**config.mk**
```make
export PLATFORM = sky130hd
export DESIGN_NAME = lsu_bus_ctrl_flat
export DESIGN_NICKNAME = d
export VERILOG_FILES = /design/src/rtl/lsu_bus_ctrl_if.sv /design/src/rtl/lsu_bus_ctrl.sv /design/src/flat_wrapper.sv
export SDC_FILE = /design/constraint.sdc
export NUM_CORES = 1
export LEC_CHECK = 0
export ABC_AREA = 0
export BUFFER_PORTS_ARGS = -buffer_cell sky130_fd_sc_hd__buf_4
export CORE_MARGIN = 2
export CORE_UTILIZATION = 46
export DETAILED_ROUTE_END_ITERATION = 16
export HOLD_SLACK_MARGIN = 0.05
export PLACE_DENSITY = 0.83
export REMOVE_ABC_BUFFERS = 1
export SETUP_SLACK_MARGIN = 0.4
export SKIP_CTS_REPAIR_TIMING = 1
export SYNTH_ARGS = -nofsm -noshare
export SYNTH_HDL_FRONTEND = slang
export SYNTH_SLANG_ARGS = --single-unit
```
**constraint.sdc**
```tcl
create_clock -name clk -period 2 [get_ports clk]
set_input_delay 0.4 -clock clk [delete_from_list [all_inputs] [get_ports clk]]
set_output_delay 0.4 -clock clk [all_outputs]
set_load 0.02 [all_outputs]
```
**src/rtl/lsu_bus_ctrl_if.sv**
```systemverilog
// Core-side request/response handshake plus the single-beat memory bus of the LSU.
// The controller takes the master modport; the core/memory environment takes slave.
interface lsu_bus_ctrl_if #(
    parameter int XLEN = 32
);
    localparam int NB = XLEN / 8;

    logic            req_valid;
    logic            req_ready;
    logic [2:0]      req_is_load;
    logic [2:0]      req_is_store;
    logic [XLEN-1:0] req_addr;
    logic [XLEN-1:0] req_wdata;

    logic            resp_valid;
    logic            resp_ready;
    logic [XLEN-1:0] resp_rdata;
    logic [1:0]      resp_err;

    logic            mem_req;
    logic            mem_we;
    logic [XLEN-1:0] mem_addr;
    logic [XLEN-1:0] mem_wdata;
    logic [NB-1:0]   mem_wmask;
    logic            mem_gnt;
    logic            mem_rvalid;
    logic [XLEN-1:0] mem_rdata;

    modport master (
        input  req_valid, req_is_load, req_is_store, req_addr, req_wdata,
        input  resp_ready, mem_gnt, mem_rvalid, mem_rdata,
        output req_ready, resp_valid, resp_rdata, resp_err,
        output mem_req, mem_we, mem_addr, mem_wdata, mem_wmask
    );

    modport slave (
        output req_valid, req_is_load, req_is_store, req_addr, req_wdata,
        output resp_ready, mem_gnt, mem_rvalid, mem_rdata,
        input  req_ready, resp_valid, resp_rdata, resp_err,
        input  mem_req, mem_we, mem_addr, mem_wdata, mem_wmask
    );
endinterface

```
**src/rtl/lsu_bus_ctrl.sv**
```systemverilog
// Load/store bus controller: classifies one core access, runs it on the memory bus
// with a timeout, and returns extended load data or an error code.
module lsu_bus_ctrl #(
    parameter int XLEN    = 32,
    parameter int TIMEOUT = 255
) (
    input  logic              clk,
    input  logic              rst,
    lsu_bus_ctrl_if.master    bus
);
    localparam int NB   = XLEN / 8;
    localparam int OFFW = $clog2(NB);
    localparam int CNTW = 16;

    localparam logic [1:0] ERR_OK  = 2'b00;
    localparam logic [1:0] ERR_MIS = 2'b01;
    localparam logic [1:0] ERR_ILL = 2'b10;
    localparam logic [1:0] ERR_TMO = 2'b11;

    typedef enum logic [1:0] {IDLE, REQ, WAIT, RESP} state_t;

    state_t              state_q, state_d;
    logic                op_load_q;
    logic [2:0]          ld_type_q;
    logic [OFFW-1:0]     off_q;
    logic [CNTW-1:0]     cnt_q;
    logic                mem_we_q;
    logic [XLEN-1:0]     mem_addr_q;
    logic [XLEN-1:0]     mem_wdata_q;
    logic [NB-1:0]       mem_wmask_q;
    logic [XLEN-1:0]     resp_rdata_q;
    logic [1:0]          resp_err_q;

    logic                is_ld, is_st, illegal, misalign, tmo_hit;
    logic [1:0]          sz;
    logic [OFFW-1:0]     off;
    logic                resp_set;
    logic [1:0]          resp_err_d;
    logic [XLEN-1:0]     resp_rdata_d;
    logic [XLEN-1:0]     done_data;

    function automatic logic [NB-1:0] size_mask(input logic [1:0] s);
        logic [NB-1:0] m;
        m = '0;
        for (int i = 0; i < NB; i++)
            if (i < (1 << s)) m[i] = 1'b1;
        return m;
    endfunction

    // The addressed lane is shifted down to bit 0 before extension.
    function automatic logic [XLEN-1:0] load_extend(input logic [2:0] t,
                                                    input logic [XLEN-1:0] word,
                                                    input logic [OFFW-1:0] o);
        logic [XLEN-1:0] lane;
        lane = word >> {o, 3'b000};
        case (t)
            3'b000:  return XLEN'($signed(lane[7:0]));
            3'b001:  return XLEN'($signed(lane[15:0]));
            3'b010:  return XLEN'($signed(lane[31:0]));
            3'b100:  return XLEN'(lane[7:0]);
            3'b101:  return XLEN'(lane[15:0]);
            3'b110:  return XLEN'(lane[31:0]);
            default: return lane;
        endcase
    endfunction

    assign is_ld = (bus.req_is_load  != 3'b111);
    assign is_st = (bus.req_is_store != 3'b111);
    assign sz    = is_ld ? bus.req_is_load[1:0] : bus.req_is_store[1:0];
    assign off   = bus.req_addr[OFFW-1:0];

    always_comb begin
        illegal = (is_ld == is_st);
        if (is_ld && XLEN == 32 && (bus.req_is_load == 3'b011 || bus.req_is_load == 3'b110))
            illegal = 1'b1;
        if (is_st && (bus.req_is_store[2] || (XLEN == 32 && bus.req_is_store == 3'b011)))
            illegal = 1'b1;
    end

    always_comb begin
        case (sz)
            2'b00:   misalign = 1'b0;
            2'b01:   misalign = bus.req_addr[0];
            2'b10:   misalign = |bus.req_addr[1:0];
            default: misalign = |bus.req_addr[2:0];
        endcase
    end

    assign tmo_hit   = (cnt_q == CNTW'(TIMEOUT - 1));
    assign done_data = op_load_q ? load_extend(ld_type_q, bus.mem_rdata, off_q) : '0;

    always_ff @(posedge clk or negedge rst) begin
        if (!rst) state_q <= IDLE;
        else      state_q <= state_d;
    end

    // Completion is checked before timeout so data arriving on the last cycle still wins.
    always_comb begin
        state_d      = state_q;
        resp_set     = 1'b0;
        resp_err_d   = ERR_OK;
        resp_rdata_d = '0;
        case (state_q)
            IDLE: if (bus.req_valid) begin
                if (illegal) begin
                    state_d = RESP; resp_set = 1'b1; resp_err_d = ERR_ILL;
                end else if (misalign) begin
                    state_d = RESP; resp_set = 1'b1; resp_err_d = ERR_MIS;
                end else begin
                    state_d = REQ;
                end
            end
            REQ: if (bus.mem_gnt && bus.mem_rvalid) begin
                state_d = RESP; resp_set = 1'b1; resp_rdata_d = done_data;
            end else if (tmo_hit) begin
                state_d = RESP; resp_set = 1'b1; resp_err_d = ERR_TMO;
            end else if (bus.mem_gnt) begin
                state_d = WAIT;
            end
            WAIT: if (bus.mem_rvalid) begin
                state_d = RESP; resp_set = 1'b1; resp_rdata_d = done_data;
            end else if (tmo_hit) begin
                state_d = RESP; resp_set = 1'b1; resp_err_d = ERR_TMO;
            end
            RESP: if (bus.resp_ready) state_d = IDLE;
            default: state_d = IDLE;
        endcase
    end

    always_ff @(posedge clk or negedge rst) begin
        if (!rst) begin
            op_load_q    <= 1'b0;
            ld_type_q    <= 3'b111;
            off_q        <= '0;
            cnt_q        <= '0;
            mem_we_q     <= 1'b0;
            mem_addr_q   <= '0;
            mem_wdata_q  <= '0;
            mem_wmask_q  <= '0;
            resp_rdata_q <= '0;
            resp_err_q   <= ERR_OK;
        end else begin
            if (state_q == IDLE && bus.req_valid) begin
                op_load_q <= is_ld;
                ld_type_q <= bus.req_is_load;
                off_q     <= off;
                if (!illegal && !misalign) begin
                    mem_we_q    <= is_st;
                    mem_addr_q  <= {bus.req_addr[XLEN-1:OFFW], {OFFW{1'b0}}};
                    mem_wdata_q <= is_st ? (bus.req_wdata << {off, 3'b000}) : '0;
                    mem_wmask_q <= is_st ? (size_mask(sz) << off) : '0;
                end
            end
            if (state_q == IDLE)
                cnt_q <= '0;
            else if (state_q == REQ || state_q == WAIT)
                cnt_q <= cnt_q + 1'b1;
            if (resp_set) begin
                resp_rdata_q <= resp_rdata_d;
                resp_err_q   <= resp_err_d;
            end
        end
    end

    assign bus.req_ready  = (state_q == IDLE);
    assign bus.resp_valid = (state_q == RESP);
    assign bus.resp_rdata = resp_rdata_q;
    assign bus.resp_err   = resp_err_q;
    assign bus.mem_req    = (state_q == REQ);
    assign bus.mem_we     = mem_we_q;
    assign bus.mem_addr   = mem_addr_q;
    assign bus.mem_wdata  = mem_wdata_q;
    assign bus.mem_wmask  = mem_wmask_q;
endmodule

```
**src/flat_wrapper.sv**
```systemverilog
// flat-port wrapper written by rule: the top's interface ports become plain ports
module lsu_bus_ctrl_flat 
#(
    parameter int XLEN    = 32,
    parameter int TIMEOUT = 255
)
  (clk, rst, bus_req_valid, bus_req_is_load, bus_req_is_store, bus_req_addr, bus_req_wdata, bus_resp_ready, bus_mem_gnt, bus_mem_rvalid, bus_mem_rdata, bus_req_ready, bus_resp_valid, bus_resp_rdata, bus_resp_err, bus_mem_req, bus_mem_we, bus_mem_addr, bus_mem_wdata, bus_mem_wmask);
  lsu_bus_ctrl_if #(.XLEN(XLEN)) bus_i ();
  input  logic clk;
  input  logic rst;
  input wire logic [$bits(bus_i.req_valid)-1:0] bus_req_valid;
  input wire logic [$bits(bus_i.req_is_load)-1:0] bus_req_is_load;
  input wire logic [$bits(bus_i.req_is_store)-1:0] bus_req_is_store;
  input wire logic [$bits(bus_i.req_addr)-1:0] bus_req_addr;
  input wire logic [$bits(bus_i.req_wdata)-1:0] bus_req_wdata;
  input wire logic [$bits(bus_i.resp_ready)-1:0] bus_resp_ready;
  input wire logic [$bits(bus_i.mem_gnt)-1:0] bus_mem_gnt;
  input wire logic [$bits(bus_i.mem_rvalid)-1:0] bus_mem_rvalid;
  input wire logic [$bits(bus_i.mem_rdata)-1:0] bus_mem_rdata;
  output wire logic [$bits(bus_i.req_ready)-1:0] bus_req_ready;
  output wire logic [$bits(bus_i.resp_valid)-1:0] bus_resp_valid;
  output wire logic [$bits(bus_i.resp_rdata)-1:0] bus_resp_rdata;
  output wire logic [$bits(bus_i.resp_err)-1:0] bus_resp_err;
  output wire logic [$bits(bus_i.mem_req)-1:0] bus_mem_req;
  output wire logic [$bits(bus_i.mem_we)-1:0] bus_mem_we;
  output wire logic [$bits(bus_i.mem_addr)-1:0] bus_mem_addr;
  output wire logic [$bits(bus_i.mem_wdata)-1:0] bus_mem_wdata;
  output wire logic [$bits(bus_i.mem_wmask)-1:0] bus_mem_wmask;
  assign bus_i.req_valid = bus_req_valid;
  assign bus_i.req_is_load = bus_req_is_load;
  assign bus_i.req_is_store = bus_req_is_store;
  assign bus_i.req_addr = bus_req_addr;
  assign bus_i.req_wdata = bus_req_wdata;
  assign bus_i.resp_ready = bus_resp_ready;
  assign bus_i.mem_gnt = bus_mem_gnt;
  assign bus_i.mem_rvalid = bus_mem_rvalid;
  assign bus_i.mem_rdata = bus_mem_rdata;
  assign bus_req_ready = bus_i.req_ready;
  assign bus_resp_valid = bus_i.resp_valid;
  assign bus_resp_rdata = bus_i.resp_rdata;
  assign bus_resp_err = bus_i.resp_err;
  assign bus_mem_req = bus_i.mem_req;
  assign bus_mem_we = bus_i.mem_we;
  assign bus_mem_addr = bus_i.mem_addr;
  assign bus_mem_wdata = bus_i.mem_wdata;
  assign bus_mem_wmask = bus_i.mem_wmask;
  lsu_bus_ctrl #(.XLEN(XLEN), .TIMEOUT(TIMEOUT)) u_core (.clk(clk), .rst(rst), .bus(bus_i));
endmodule
```
== Word level (Yosys, flattened, before mapping) ==
Index checks and enable logic that the tools add are counted.

* Equal/unequal tests: 19
* Divide/modulo/power cells: 0
* $mul: 0
* Shift operators: 4
* Magnitude comparators: 4
* Bitwise operators: 0
* Reductions and logical operators: 18
* Muxes and demuxes: 49
* Add/subtract/negate cells: 1

{| class="wikitable"
|+ Operators with widths
! operator !! count
|-
| $mux W32 || 4
|-
| $pmux W32 S4 || 1
|-
| $lt A3 B32 Y1 const A || 2
|-
| $pmux W32 S2 || 1
|-
| $lt A1 B32 Y1 const A || 1
|-
| $lt A2 B32 Y1 const A || 1
|-
| $mux W16 || 2
|-
| $shl A1 B2 Y32 const A || 1
|-
| $shl A32 B5 Y32 || 1
|-
| $shr A32 B5 Y32 || 1
|-
| $mux W2 || 15
|-
| $mux W1 || 21
|-
| $add A16 B1 Y16 const B || 1
|-
| $eq A16 B8 Y1 const B || 1
|-
| $eq A3 B3 Y1 const B || 3
|-
| $pmux W2 S4 || 1
|-
| $eq A2 B2 Y1 const B || 3
|-
| $eq A3 B2 Y1 const B || 2
|-
| $ne A3 B3 Y1 const B || 2
|-
| $pmux W1 S3 || 2
|-
| $pmux W2 S3 || 1
|-
| $logic_and A1 B1 Y1 || 5
|-
| $eq A2 B1 Y1 const B || 2
|-
| $logic_not A2 Y1 || 2
|-
| 15 further kinds || 19
|}

* Input port bits: 108
* Bits in writable memories: 0
* Word-level logic and storage cells: 106
* Memories: 0
* Output and inout bits: 106
* Flip-flop bits (word level): 125
* Bits in latches: 0
* Memory bits (read-only): 0

== Longest topological paths before layout ==
Gate-level depths: netlist of the first run.

* Depth in word-level cells: 11
* Mapped depth: 10
* Mapped depth without buffers: 8

== Least setup slack after synthesis of the first run ==
OpenSTA, ideal clock, no wires.

* Kind: register to register
* From: register u_core.state_q[1]
* To: register u_core.resp_rdata_q[24] (netlist: u_core.bus.resp_rdata[24])
* Cell stages (with the launch flop): 10
* Arrival: 2.265 ns
* Setup time: 0.080 ns
* Path buffers: 1
* Path slack: -0.345 ns
* Period minus slack after synthesis: 2.345 ns
* Path through: dfrtp_1 > inv_1 > ha_1 > a21oi_1 > nand4b_1 > or3b_2 > clkbuf_1 > nor2_1 > a21oi_1 > mux2i_1

* Cells in the longest elaborated chain, start to end: 2
* Elaborated cells on any way between the ends: 5

{| class="wikitable"
|+ Ends and longest elaborated chain
! what !! line !! source
|-
| from (decl) || lsu_bus_ctrl.sv:22 || <nowiki>state_t state_q, state_d;</nowiki>
|-
| from (signal assigned) || lsu_bus_ctrl.sv:94 || <nowiki>else state_q <= state_d;</nowiki>
|-
| $eq A2 B1 Y1 * || -- ||
|-
| via bus_mem_req || flat_wrapper.sv:24 || <nowiki>output wire logic [$bits(bus_i.mem_req)-1:0] bus_mem_req;</nowiki>
|-
| $pmux W1 S3 or $pmux W32 S2 (tied branches) || lsu_bus_ctrl.sv:103 || <nowiki>case (state_q)</nowiki>
|-
| to (signal assigned) || lsu_bus_ctrl.sv:159 || <nowiki>resp_rdata_q <= resp_rdata_d;</nowiki>
|-
| to (decl) || lsu_bus_ctrl.sv:31 || <nowiki>logic [XLEN-1:0] resp_rdata_q;</nowiki>
|}

The timed path passes the listed nets; every way through them passes the cells marked *.
A chain may end at the register's enable or synchronous reset.

== Worst setup path after layout of the first run ==
* From: register u_core.state_q[1]
* To: register u_core.resp_rdata_q[22] (netlist: u_core.bus.resp_rdata[22])

* Cells in the longest elaborated chain, start to end: 2
* Elaborated cells on any way between the ends: 5

{| class="wikitable"
|+ Ends and longest elaborated chain
! what !! line
|-
| $eq A2 B2 Y1 (tied with other cells) || lsu_bus_ctrl.sv:103
|-
| $pmux W1 S3 or $pmux W32 S2 (tied branches) || lsu_bus_ctrl.sv:103
|}

Several ways; a longest one is shown, not always the timed one.

==> out/metrics.cfg, run 1 <==
[routing]
drt-wirelength-per-cell_microns = 19.1
dr.pass1.iters = 5
drt-total-wl_microns = 20400
vias = 6014
drcViolationCount = 0
drt_iter0_drc = 432
vias_per_cell = 5.62
drt.antenna.violating_nets = 0

[critical_path]
critPathBufInv = 2
crit_fanout = 6
reg2reg_from = u_core.state_q[1]$_DFFE_PN0P_
cp_cell_sequence = inv_2, ha_4, a21oi_2, nand4b_1, or3b_4, buf_4, o21ai_1, mux2_4
start_kind = register
critical_path_class = reg2reg
r2r_end = u_core.bus.resp_rdata[22]$_DFFE_PN0P_
crit_arrival_ps = 2440
critPathRequiredTime_ps = 2340
r2r_slack_ps = -100
worstRegToRegCells = 8
slowest_delay_ps = 450
cp_slowest_cell = or3b_4
cp-end-kind = register
crit_family = simple AND/OR/NAND/NOR gates

[global_routing]
antenna_found_initial = 0
grt_pass1_wl_microns = 27100
gr-usage-all-layers_pct = 23.1
grt_max_degree = 42
grt.overflow.total = 0
first_global_vias = 5419

[synthesis]
synth_edf_count = 0
synthMuxAreaShare_pct = 17.7
synth_cells = 606
synthSimpleGateAreaFrac_pct = 11.2
synth_area_per_cell_sq_um = 10.5
ys_seq_elements = 125
async_reset_ff_share_pct = 100
synthDistinctLibCells = 53
yosys_warnings = 0
ys_seq_area_share_pct = 49.2
synth_fa_ha_area_share_pct = 1.57
synth_xor_area_share_pct = 0.962
synthFlopType = dfrtp_1
syn_area_sq_um = 6370
synth_top_family_by_area = multiplexers
synth-compound-area-share_pct = 14.9

[sta]
finalMaxSlewViolations = 0
fin_ws_ps = -100
slew-limit-headroom_pct = 46.9
clock_skew_ps = 7.05
finalCritPeriodShare_pct = 105
finalSetupViolations = 26
tightest_slew_ps = 794
hold_violations = 0
rsz0062_at_grt = true
fin_crit_ps = 2100
fmaxAchievable_mhz = 476

[clocking]
cts_tree = built
h-tree-depth = 4
root_buffer = clkbuf_16
cts_buffers = 17
clock_latency_ps = 410
clockBufferDepth = 2
clk_pin_slew_ps = 60
cts_sinks = 125

[pwr]
sequentialPowerShare_pct = 30.7
power_switching_mw = 4.37
power_mw = 12.1
sw_frac_of_total_pct = 36.0
pwr-share-comb_pct = 45.3
ir_drop_mv = 0.768
clkPwrFrac_pct = 24.0
cellPowerDensity_nw_per_um2 = 1200
leakage_nw = 4.98
internal_power_mw = 7.78

[final_layout]
final_cell_mix = buf_4, dfrtp_1, mux2i_1
drive_gt1_share_pct = 54.1
layout_commonest_cell = buf_4
nNetsFinal = 997
fin_area_sq_um = 10200
antenna_cells = 0
n_fill_cell = 916
area_delta_synth_final_pct = 59.4

[place]
place.detailed.hpwl_microns = 12400
place_area_sq_um = 8480
portBuffers = 211
gp_congestion = 0.846

[die]
rows = 43
dieArea_sq_um = 14800
die_w_microns = 122
io_pins = 214
die_y_microns = 122
floorplan.initialDensity_pct = 46.4
design.core.area_sq_um = 13700

[job]
maxCapViolCount = 0

[hold_path]
holdPathStages = 2
hold_path_class = in2reg
worstHoldStart = bus_req_addr[6]
whs_endpoint = u_core.bus.mem_addr[6]$_DFFE_PN0P_

[outcome]
status = finished with violations
violations = negative setup slack

[cell type report]
class	count	area [sq um]	share of cell area, %
multi-input cells	419	3600	35.4
well taps	180	225	2.22
inverters	18	67.6	0.665
clock buffers	21	450	4.44
flip-flops and latches	125	3130	30.8
repair buffers	300	2590	25.5
clock inverters	8	95.1	0.936
[state kept, by name, summed over array words and instances (netlist names)]
signal,cells
u_core.bus.mem_addr,30
u_core.bus.mem_wdata,32
u_core.bus.mem_we,1
u_core.bus.mem_wmask,4
u_core.bus.resp_err,2
u_core.bus.resp_rdata,32
u_core.cnt_q,16
u_core.ld_type_q,3
u_core.off_q,2
u_core.op_load_q,1
u_core.state_q,2
[cells by family (layout without fill, tap and decap cells)]
group           count (synthesis)  after routing
fa+ha+maj                       8              8
mux                           105            105
other cells                     1              2
flops                         125            125
compound gates                147            147
buf+inv                        64            347
xor+xnor                        7              7
simple gates                  149            150
[cells in the mapped netlist, drive strengths merged (2+ instances only)]
cell type    n  area (sq um)
a2111oi      8          70.1
a211oi      23           178
a21o         8          60.1
a21oi       40           200
a31oi        3          18.8
and2         2          12.5
and3         2          12.5
buf         23           129
clkbuf      23          86.3
dfrtp      122          3050
dfstp        3          78.8
ha           8           100
inv         18          67.6
mux2        60           676
mux2i       45           450
nand2       57           214
nand2b       3          18.8
nand3b       2          15.0
nand4        5          31.3
nand4b       2          17.5
nor2        36           135
nor2b       19           119
nor3         2          10.0
nor4         2          12.5
o211ai       2          15.0
o21ai       37           185
o31ai       19           156
or2          5          31.3
or3          6          37.5
xor2         7          61.3
[worst max-delay path by stage]
stage	from	end	slack, ps	cells after the start
floorplan	bus_req_is_store[1]	u_core.bus.mem_addr[10]$_DFFE_PN0P_	-1650	6
finish	u_core.state_q[1]$_DFFE_PN0P_	u_core.bus.resp_rdata[22]$_DFFE_PN0P_	-100	8
detailed placement	bus_req_is_store[1]	u_core.bus.mem_wdata[31]$_DFFE_PN0P_	-360	9
CTS	u_core.state_q[0]$_DFFE_PN0P_	u_core.bus.resp_rdata[30]$_DFFE_PN0P_	-250	9
global route	u_core.state_q[1]$_DFFE_PN0P_	u_core.bus.resp_rdata[22]$_DFFE_PN0P_	-150	8
global placement	bus_req_is_store[1]	u_core.bus.mem_wdata[31]$_DFFE_PN0P_	-220	9
[per-stage QoR]
step                      instances  TNS (ps)  util, %  hold WS [ps]  setup slack [ps]
final                          1071      -884     74.0           220              -100
after CTS                      1038     -2210     65.8         -4.19              -251
after detailed placement       1009    -18690     61.8           430              -364
after floorplan                 561   -135610        -           104             -1650
after global routing           1071     -3370     74.0           203              -146
after global placement         1009    -14260     61.8           425              -216
[power by group through the flow]
| stage | Combinational [mW] | Sequential, mW | Clock (mW) |
|---|---|---|---|
| floorplan | 1.70 | 4.45 | 0 |
| global placement | 4.38 | 3.68 | 0 |
| detailed placement | 4.47 | 3.69 | 0 |
| CTS | 4.48 | 3.66 | 2.94 |
| global route | 5.83 | 3.80 | 3.08 |
| finish | 5.50 | 3.73 | 2.92 |
[layer usage]
layer	vias up	track usage, %	share of wire [%]
met5	-	0	0
met3	40	6.98	6.2
li1	2717	-	-
met2	267	37.9	51
met1	2990	29.6	40
met4	0	7.11	2.6
No activity file was read; power rests on OpenSTA's default activity.
==> inputs of run 2 (changes only) <==
--- a/config.mk
+++ b/config.mk
@@ -5,13 +5,13 @@
 export SDC_FILE = /design/constraint.sdc
 export NUM_CORES = 1
 export LEC_CHECK = 0
-export ABC_AREA = 0
+export ABC_AREA = 1
 export BUFFER_PORTS_ARGS = -buffer_cell sky130_fd_sc_hd__buf_4
 export CORE_MARGIN = 2
-export CORE_UTILIZATION = 46
+export CORE_UTILIZATION = 55
 export DETAILED_ROUTE_END_ITERATION = 16
 export HOLD_SLACK_MARGIN = 0.05
-export PLACE_DENSITY = 0.83
+export PLACE_DENSITY = 0.92
 export REMOVE_ABC_BUFFERS = 1
 export SETUP_SLACK_MARGIN = 0.4
 export SKIP_CTS_REPAIR_TIMING = 1
==> constraint.sdc (replaced) <==
create_clock -name clk -period 2.6 [get_ports clk]
set_input_delay 0.52 -clock clk [delete_from_list [all_inputs] [get_ports clk]]
set_output_delay 0.52 -clock clk [all_outputs]
set_load 0.02 [all_outputs]
==> out/metrics.cfg, run 2 <==
[outcome]
status = complete, no violations

[pwr]
leakage_nw = 4.91  ; -1.4%
cellPowerDensity_nw_per_um2 = 1060  ; -11%
ir_drop_mv = 0.757  ; -1.5%

[die]
dieArea_sq_um = 13000  ; -12%
die_y_microns = 114  ; -6.3%
rows = 40  ; -7.0%
io_pins = 214  ; unchanged
design.core.area_sq_um = 11900  ; -13%
die_w_microns = 114  ; -6.3%
floorplan.initialDensity_pct = 55.8  ; +9.4 points

[critical_path]
crit_fanout = 21  ; +15
crit_family = simple AND/OR/NAND/NOR gates
r2r_end = u_core.bus.mem_wdata[16]$_DFFE_PN0P_
reg2reg_from = u_core.state_q[0]$_DFFE_PN0P_
startpoint = u_core.state_q[0]$_DFFE_PN0P_
endpoint = u_core.bus.mem_wdata[16]$_DFFE_PN0P_
cp-end-kind = register
worstRegToRegCells = 8  ; unchanged
cp_slowest_cell = dfrtp_1
cp_cell_sequence = inv_1, ha_2, nand2_4, nor2_2, nand2_4, nor2_4, inv_2, o21ai_0
crit_arrival_ps = 2390  ; -50 ps
critical_path_class = reg2reg
worst_path_most_repeated_cell = nand2_4
slowest_delay_ps = 430  ; -20 ps
start_kind = register
critPathBufInv = 2  ; unchanged
critPathRequiredTime_ps = 2940  ; +600 ps
r2r_slack_ps = 550  ; +650 ps
crit_cells = 8  ; unchanged

[clocking]
clock_latency_ps = 420  ; about the same
h-tree-depth = 4  ; unchanged
cts_sinks = 125  ; unchanged
clk_pin_slew_ps = 60  ; about the same
cts_buffers = 17  ; unchanged
cts_tree = built
root_buffer = clkbuf_16
clockBufferDepth = 2  ; unchanged

[synthesis]
yosysTopAreaCellShare_pct = 45.9  ; -2.0 points
yosys_warnings = 0  ; unchanged
synth_area_per_cell_sq_um = 7.51  ; -29%
synth.top_cells.by_area = dfrtp_1, nand2_1, o21ai_0, nand3_1, inv_1
ys_seq_elements = 125  ; unchanged
async_reset_ff_share_pct = 100  ; unchanged
ys_top_cells_by_count = nand2_1, dfrtp_1, o21ai_0
synth_edf_count = 0  ; unchanged
yosysMostFrequentCell = nand2_1
synth_cells = 885  ; +46%
syn_area_sq_um = 6650  ; +4.4%
ys_seq_area_share_pct = 47.1  ; -2.1 points
synthDistinctLibCells = 39  ; -26%
synthFlopType = dfrtp_1
synth_top_area_cell = dfrtp_1

[sta]
fin_crit_ps = 2050  ; -52.0 ps
slew-limit-headroom_pct = 60.4  ; +13 points
finalMaxSlewViolations = 0  ; unchanged
finalSetupViolations = 0  ; -100%
hold_violations = 0  ; unchanged
finalCritPeriodShare_pct = 78.8  ; -26 points
fmaxAchievable_mhz = 488  ; +2.5%
tightest_slew_ps = 592  ; -202 ps
tns_ps = 0  ; +884 ps
rsz0062_at_grt = false
clock_skew_ps = 6.67  ; -0.386 ps
timing.hold.ws_ps = 288  ; +68.6 ps

[place]
gp_congestion = 0.911  ; +7.7%
place.detailed.hpwl_microns = 13700  ; +11%
place_area_sq_um = 8280  ; -2.4%
portBuffers = 211  ; unchanged

[final_layout]
nNetsFinal = 1200  ; +20%
area_delta_synth_final_pct = 33.5
antenna_cells = 0  ; unchanged
drive_gt1_share_pct = 26.3  ; -28 points
final_cell_mix = nand2_1, buf_4, dfrtp_1
fin_area_sq_um = 8880  ; -13%
layout_commonest_cell = nand2_1

[routing]
vias = 6902  ; +15%
drt-wirelength-per-cell_microns = 15.8  ; -17%
drt.antenna.violating_nets = 0  ; unchanged
vias_per_cell = 5.55  ; -1.2%
dr.pass1.iters = 6  ; +1
drcViolationCount = 0  ; unchanged
drt-total-wl_microns = 19700  ; -3.5%
drt_iter0_drc = 736  ; +70%

[global_routing]
antenna_found_initial = 0  ; unchanged
grt_max_degree = 59  ; +40%
grt_pass1_wl_microns = 31300  ; +16%
gr-usage-all-layers_pct = 30.6  ; +7.4 points
grt.overflow.total = 0  ; unchanged
first_global_vias = 6420  ; +18%

[job]
maxCapViolCount = 0  ; unchanged

[hold_path]
hold_path_class = in2reg
holdPathStages = 3  ; +1

## run 2: cells by family after synthesis
family | Yosys count | synth area share (%)
AOI/OAI and AO/OA | 152 | 12.6
xor gates and xnor gates | 1 | 0.132
adders and majority gates | 8 | 1.51
buffers and inverters | 119 | 8.22
DFF | 125 | 47.1
other | 1 | 0.0564
and+or+nand+nor | 479 | 30.3
## run 2: final cells by class
class	count	area, sq um
Sequential cell	125	3130
Tap cell	147	184
Multi-Input combinational cell	642	2990
Inverter	73	282
Fill cell	870	3030
Clock buffer	20	467
Clock inverter	12	113
Timing Repair Buffer	225	1720
## run 2: where the power goes
part / internal (mW) / switching [mW]
clock: 1.39 / 0.904
sequential: 2.58 / 0.444
combinational: 1.50 / 2.60
## run 2: per-layer routing
| layer | up-vias | GRT usage [%] | routed length, microns |
|---|---|---|---|
| li1 | 3254 | - | - |
| met5 | - | 0 | 0 |
| met1 | 3214 | 39.8 | 7830 |
| met4 | 0 | 13.2 | 645 |
| met3 | 56 | 6.75 | 1610 |
| met2 | 378 | 49.5 | 9610 |
## run 2: per-stage QoR
step / utilization [%] / std cells / total power [mW] / setup WS, ps
after CTS: 74.3 / 1243 / 9.36 / 286
final: 74.5 / 1244 / 9.42 / 552
after global routing: 74.5 / 1244 / 9.92 / 409
after detailed placement: 69.5 / 1211 / 7.04 / 246
after global placement: 69.5 / 1211 / 6.91 / 328
after floorplan: - / 840 / 5.29 / 284
## run 2: worst min-delay path by stage
stage	from	to	slack (ps)
6_report	bus_req_addr[9]	u_core.bus.mem_addr[9]$_DFFE_PN0P_	290
5_1_grt	bus_req_addr[3]	u_core.bus.mem_addr[3]$_DFFE_PN0P_	290
4_1_cts	rst	u_core.cnt_q[7]$_DFFE_PN0P_	-1
3_5_place_dp	rst	u_core.cnt_q[10]$_DFFE_PN0P_	440
3_3_place_gp	rst	u_core.cnt_q[11]$_DFFE_PN0P_	440
2_1_floorplan	rst	u_core.bus.mem_addr[10]$_DFFE_PN0P_	220
## run 2: worst register-to-register path, delay by kind of cell, from the launching register on
kind,cells,cell delay [ps]
AO/OA/AOI/OAI,1,210
buffers and inverters,2,320
flip-flops,1,430
AND/OR/NAND/NOR,4,740
adder cells (fa/ha/maj),1,270
